===== src/rtl/tt_capture_sweep.sv =====
// Truth-table extractor: drives every NUM_IN-bit vector into a network, captures f_in into tt_data.
// Define TT_CAPTURE_WEIGHT_EN to build the popcount accumulator behind tt_weight.
module tt_capture_sweep #(
  parameter int NUM_IN  = 7,
  parameter int LATENCY = 0
) (
  input  logic                     clk,
  input  logic                     rst,
  input  logic                     start,
  output logic                     busy,
  output logic [NUM_IN-1:0]        x_out,
  input  logic                     f_in,
  output logic                     tt_valid,
  input  logic                     tt_ready,
  output logic [(1<<NUM_IN)-1:0]   tt_data,
  output logic [NUM_IN:0]          tt_weight
);

  localparam int TT_W = 1 << NUM_IN;
  localparam int CW   = NUM_IN + 1;
  localparam logic [CW-1:0] D_LAST = CW'(TT_W - 1);
  localparam logic [CW-1:0] C_FULL = CW'(TT_W);
  localparam logic [2:0]    LAT    = 3'(LATENCY);

  typedef enum logic [1:0] {IDLE, SWEEP, DRAIN, HOLD} state_t;

  state_t            state_q, state_d;
  logic [CW-1:0]     d_q, d_d;
  logic [CW-1:0]     c_q, c_d;
  logic [2:0]        lat_q, lat_d;
  logic [TT_W-1:0]   tt_data_q, tt_data_d;
  logic              active, accept, cap;

  always_comb begin
    active    = (state_q == SWEEP) || (state_q == DRAIN);
    accept    = (state_q == IDLE) && start;
    // capture runs LATENCY cycles behind the drive side and stops after TT_W samples
    cap       = active && (lat_q == LAT) && (c_q != C_FULL);
    state_d   = state_q;
    d_d       = d_q;
    c_d       = c_q;
    lat_d     = lat_q;
    tt_data_d = tt_data_q;

    if (accept) begin
      d_d       = '0;
      c_d       = '0;
      lat_d     = '0;
      tt_data_d = '0;
    end
    if (active && (lat_q != LAT)) lat_d = lat_q + 3'd1;
    if (cap) begin
      tt_data_d = {f_in, tt_data_q[TT_W-1:1]};
      c_d       = c_q + CW'(1);
    end

    unique case (state_q)
      IDLE:  if (start) state_d = SWEEP;
      SWEEP: begin
        if (d_q == D_LAST) begin
          d_d     = '0;
          state_d = (LATENCY == 0) ? HOLD : DRAIN;
        end else begin
          d_d = d_q + CW'(1);
        end
      end
      DRAIN: if (cap && (c_q == D_LAST)) state_d = HOLD;
      HOLD:  if (tt_ready) state_d = IDLE;
      default: state_d = IDLE;
    endcase
  end

  always_ff @(posedge clk) begin
    if (rst) begin
      state_q   <= IDLE;
      d_q       <= '0;
      c_q       <= '0;
      lat_q     <= '0;
      tt_data_q <= '0;
    end else begin
      state_q   <= state_d;
      d_q       <= d_d;
      c_q       <= c_d;
      lat_q     <= lat_d;
      tt_data_q <= tt_data_d;
    end
  end

`ifdef TT_CAPTURE_WEIGHT_EN
  logic [CW-1:0] weight_q, weight_d;

  always_comb begin
    weight_d = weight_q;
    if (accept) weight_d = '0;
    if (cap)    weight_d = weight_q + CW'(f_in);
  end

  always_ff @(posedge clk) begin
    if (rst) weight_q <= '0;
    else     weight_q <= weight_d;
  end

  assign tt_weight = weight_q;
`else
  assign tt_weight = '0;
`endif

  assign busy     = active;
  assign tt_valid = (state_q == HOLD);
  assign x_out    = (state_q == SWEEP) ? d_q[NUM_IN-1:0] : '0;
  assign tt_data  = tt_data_q;

endmodule


===== config.mk =====
export PLATFORM = sky130hd
export DESIGN_NAME = tt_capture_sweep
export DESIGN_NICKNAME = d
export VERILOG_FILES = /design/src/rtl/tt_capture_sweep.sv
export SDC_FILE = /design/constraint.sdc
export NUM_CORES = 1
export LEC_CHECK = 0
export CAP_MARGIN = 10
export CORE_MARGIN = 2
export CORE_UTILIZATION = 53
export CTS_BUF_LIST = sky130_fd_sc_hd__clkbuf_16
export DETAILED_ROUTE_END_ITERATION = 6
export GPL_TIMING_DRIVEN = 0
export PLACE_DENSITY = 0.83
export SETUP_SLACK_MARGIN = 0.02
export SYNTH_ARGS = -nofsm -noshare
export SYNTH_HDL_FRONTEND = slang
export SYNTH_SLANG_ARGS = --single-unit
export TNS_END_PERCENT = 30

===== constraint.sdc =====
create_clock -name clk -period 3.33 [get_ports clk]
set_input_delay 0.666 -clock clk [delete_from_list [all_inputs] [get_ports clk]]
set_output_delay 0.666 -clock clk [all_outputs]
set_load 0.005 [all_outputs]

==> run_summary.xml <==
<?xml version="1.0" encoding="UTF-8"?>
<metrics>
  <group name="outcome">
    <metric name="run_status" unit="">completed</metric>
  </group>
  <group name="detailed_routing">
    <metric name="top_metal_layer_carrying_routed_signals" unit="">met4</metric>
    <metric name="detailroute.via_count" unit="">5869</metric>
    <metric name="met2WireLength" unit="µm">7731</metric>
    <metric name="wl_met1" unit="µm">6749</metric>
    <metric name="wl_per_cell" unit="µm">14.96</metric>
    <metric name="post-route-drc-count" unit="">0</metric>
    <metric name="drtAntennaViolNets" unit="">0</metric>
    <metric name="met3RoutedLength" unit="µm">917</metric>
    <metric name="dr.pass1.iters" unit="">5</metric>
    <metric name="initialDrtViolationCount" unit="">467</metric>
    <metric name="drt_wl_total" unit="µm">15650</metric>
    <metric name="route.detailed.vias_per_inst" unit="">5.611</metric>
  </group>
  <group name="yosys">
    <metric name="netlist_top_cells_area" unit="">sky130_fd_sc_hd__dfxtp_1 51%, sky130_fd_sc_hd__a21oi_1 12%, sky130_fd_sc_hd__nand3_1 12%</metric>
    <metric name="ys_seq_elements" unit="">149</metric>
    <metric name="yosysSeqAreaShare" unit="%">50.62</metric>
    <metric name="synthesis.area_per_instance" unit="µm²">8.106</metric>
    <metric name="synth_top_area_share" unit="%">50.62</metric>
    <metric name="syn-cell-area" unit="µm²">5893</metric>
    <metric name="synthDominantAreaCellType" unit="">sky130_fd_sc_hd__dfxtp_1</metric>
    <metric name="syn-instance-count" unit="">727</metric>
    <metric name="yosysUniqueCellTypes" unit="">42</metric>
    <metric name="synthesis.yosys.warnings" unit="">0</metric>
  </group>
  <group name="pwr">
    <metric name="ir_drop" unit="V">0.0004205</metric>
    <metric name="power.leakage" unit="nW">2.645</metric>
    <metric name="power-per-cell-area" unit="nW/µm²">646.7</metric>
    <metric name="p_total" unit="W">0.005228</metric>
  </group>
  <group name="clocking">
    <metric name="tritoncts" unit="">built</metric>
    <metric name="clk-insertion-delay-late" unit="ns">0.41</metric>
    <metric name="postCtsSetupRepairBufs" unit="">0</metric>
    <metric name="clk_path_buf_depth" unit="">2</metric>
    <metric name="cts.repair.resized" unit="">0</metric>
    <metric name="htree_num_levels" unit="">4</metric>
    <metric name="cts_root_buf" unit="">sky130_fd_sc_hd__clkbuf_16</metric>
    <metric name="path_clk_slew" unit="ns">0.06</metric>
    <metric name="clkSinkCount" unit="">149</metric>
    <metric name="cts_hold_repair.buffers" unit="">0</metric>
    <metric name="numCtsBuffers" unit="">17</metric>
  </group>
  <group name="floorplanning">
    <metric name="std_cell_rows" unit="">38</metric>
    <metric name="start_util" unit="%">54.36</metric>
    <metric name="x_dimension_of_the_die" unit="µm">109.4</metric>
    <metric name="die_h" unit="µm">109.4</metric>
    <metric name="die_area" unit="µm²">11980</metric>
    <metric name="floorplan.core_area" unit="µm²">10840</metric>
    <metric name="boundaryPins" unit="">150</metric>
  </group>
  <group name="final_layout">
    <metric name="antenna_cells_inserted" unit="">0</metric>
    <metric name="finalInstanceArea" unit="µm²">8085</metric>
    <metric name="layout-drive-gt1-share" unit="%">6.402</metric>
    <metric name="final_net_count" unit="">907</metric>
    <metric name="flow.area_growth_from_synthesis" unit="%">37.20</metric>
  </group>
  <group name="placement">
    <metric name="gp_congestion" unit="">0.8087</metric>
    <metric name="hpwlAfterDp" unit="µm">10570</metric>
    <metric name="placement.setup.worst_slack" unit="ns">0.5817</metric>
    <metric name="number_of_input_and_output_port_buffers_inserted" unit="">140</metric>
    <metric name="place_area" unit="µm²">7496</metric>
  </group>
  <group name="grt">
    <metric name="first_pass_grt_wire_length" unit="µm">24800</metric>
    <metric name="first_global_vias" unit="">5362</metric>
    <metric name="antenna_found_initial" unit="">0</metric>
    <metric name="grt_max_degree" unit="">17</metric>
    <metric name="gr-usage-all-layers" unit="%">25.96</metric>
    <metric name="grt_overflow_total" unit="">0</metric>
  </group>
  <group name="worst_setup_path">
    <metric name="critical-path-slowest-cell" unit="">sky130_fd_sc_hd__clkdlybuf4s50_1</metric>
    <metric name="critical-path-top-delay-family" unit="">buffers and inverters</metric>
    <metric name="crit_required" unit="ns">2.66</metric>
    <metric name="crit_chain" unit="">inv_1, ha_1, clkbuf_1, and2_1, clkdlybuf4s50_1</metric>
    <metric name="kind_of_launch_point_of_the_worst_setup_path" unit="">flop</metric>
    <metric name="timing.critical_path.fanout_max" unit="">10</metric>
    <metric name="crit_buf_inv" unit="">3</metric>
    <metric name="critical_path_arrival" unit="ns">2.11</metric>
    <metric name="critical_path_class" unit="">flop to output pin</metric>
    <metric name="timing.critical_path.slowest_cell_delay" unit="ns">0.50</metric>
    <metric name="endpoint_kind" unit="">output pin</metric>
  </group>
  <group name="sta">
    <metric name="timing_worst_slew_pin_value" unit="ns">0.6342</metric>
    <metric name="fin_setup_tns" unit="ns">0</metric>
    <metric name="postLayoutSetupSlackWorst" unit="ns">0.5526</metric>
    <metric name="hold_fails_final_rpt" unit="">0</metric>
    <metric name="finClkSkew" unit="ns">0.01082</metric>
    <metric name="relSlewSlack" unit="%">57.72</metric>
    <metric name="setup-violations-final" unit="">0</metric>
    <metric name="finalCritPeriodShare" unit="%">83.41</metric>
    <metric name="grt_setup_unrepaired" unit="">no</metric>
    <metric name="max_freq" unit="MHz">360.0</metric>
    <metric name="finalWorstPathRequiredPeriod" unit="ns">2.777</metric>
    <metric name="timing.final.max_slew_violations" unit="">0</metric>
  </group>
  <group name="hold_path">
    <metric name="holdCritPathClass" unit="">flop to flop</metric>
  </group>
  <group name="flow_run">
    <metric name="cap_violations" unit="">0</metric>
  </group>
</metrics>
## stage by stage
stage / std cells / util [%] / hold WS, ns
2_1_floorplan: 734 / - / 0.4613
3_3_place_gp: 1014 / 69.15 / 0.4524
3_5_place_dp: 1014 / 69.15 / 0.4575
4_1_cts: 1046 / 74.58 / 0.4675
5_1_grt: 1046 / 74.58 / 0.4797
6_report: 1046 / 74.58 / 0.4657
## final timing paths
check | from | end | slack, ns | cells after the start
setup / recovery | state_q[1] | x_out[0] | 0.55 | 5
hold / removal | tt_data[88] | tt_data[87] | 0.47 | 2
setup reg to reg | state_q[0] | tt_data[67] | 0.92 | 7
hold reg to reg | tt_data[88] | tt_data[87] | 0.47 | 2
## cells in the mapped netlist (all sizes together)
master	instances
a221oi	1
and4	1
o31ai	1
o21ai	6
dfxtp	149
nor3	4
nor2	7
buf	35
and2	9
a31o	1
a21oi	139
nand4b	1
conb	1
a31oi	2
nand3	138
a311oi	6
clkbuf	36
xnor2	1
a41oi	4
and3b	1
or4	2
ha	9
o31a	2
or3	2
o211ai	1
nor4	1
a2bb2oi	1
mux2i	2
nand3b	4
nand2b	4
o22ai	1
nand2	141
nor4b	1
and3	1
a211oi	2
inv	10
## tightest hold or removal path: cells and delay by family (launching register included)
kind,cells,cell delay (ns)
compound gates,1,0.05
flops,1,0.32
simple gates,1,0.06
## area by class of cell
class	instances	area (µm²)
fillers	820	2755
multi-input cells	504	2556
clock buffers	17	425.4
flip-flops and latches	149	2983
clock inverters	15	163.9
repair buffers	140	1401
well taps	140	175.2
inverters	10	37.54
plain buffers	71	342.8
## layer usage
| layer | track usage (%) | vias to the layer above |
|---|---|---|
| met4 | 11.03 | 0 |
| li1 | - | 2831 |
| met3 | 5.039 | 23 |
| met1 | 34.00 | 2801 |
| met2 | 41.93 | 214 |
| met5 | 0 | - |
## layout by cell type, fill, tap and decap left out, types with 6 or more instances in the layout
cell,synthesis,final
sky130_fd_sc_hd__inv_1,10,13
sky130_fd_sc_hd__a311oi_1,6,6
sky130_fd_sc_hd__clkdlybuf4s50_1,0,140
sky130_fd_sc_hd__clkbuf_1,35,35
sky130_fd_sc_hd__dfxtp_1,149,149
sky130_fd_sc_hd__nand2_1,141,141
sky130_fd_sc_hd__buf_2,9,9
sky130_fd_sc_hd__nand3_1,138,138
sky130_fd_sc_hd__conb_1,1,8
sky130_fd_sc_hd__and2_1,9,9
sky130_fd_sc_hd__buf_1,10,10
sky130_fd_sc_hd__nor2_1,7,7
sky130_fd_sc_hd__ha_1,9,9
sky130_fd_sc_hd__a21oi_1,139,139
sky130_fd_sc_hd__buf_4,15,15
sky130_fd_sc_hd__clkbuf_16,0,17
sky130_fd_sc_hd__o21ai_0,6,6
## sequential cells by signal, indices dropped and copies added, names as in the netlist
register / count
tt_data: 128
c_q: 8
d_q: 8
lat_q: 3
state_q: 2
## cells by family (layout without fill, tap and decap cells)
logic type	count (synthesis)	count (layout)	share of synthesized area, %
adder cells (fa/ha/maj)	9	9	1.911
multiplexers	2	2	0.3397
other	1	8	0.06363
XOR/XNOR	1	1	0.1486
flip-flops	149	149	50.62
buffers and inverters	81	253	6.454
AO/OA/AOI/OAI	167	167	15.50
AND/OR/NAND/NOR	317	317	24.97
## report_power, final
part	internal [W]	total, W	switching [W]
clock	0.00117	0.00191	0.000741
combinational	0.000366	0.00147	0.00110
sequential	0.00181	0.00185	0.0000346
No activity file was read; power rests on OpenSTA's default activity.
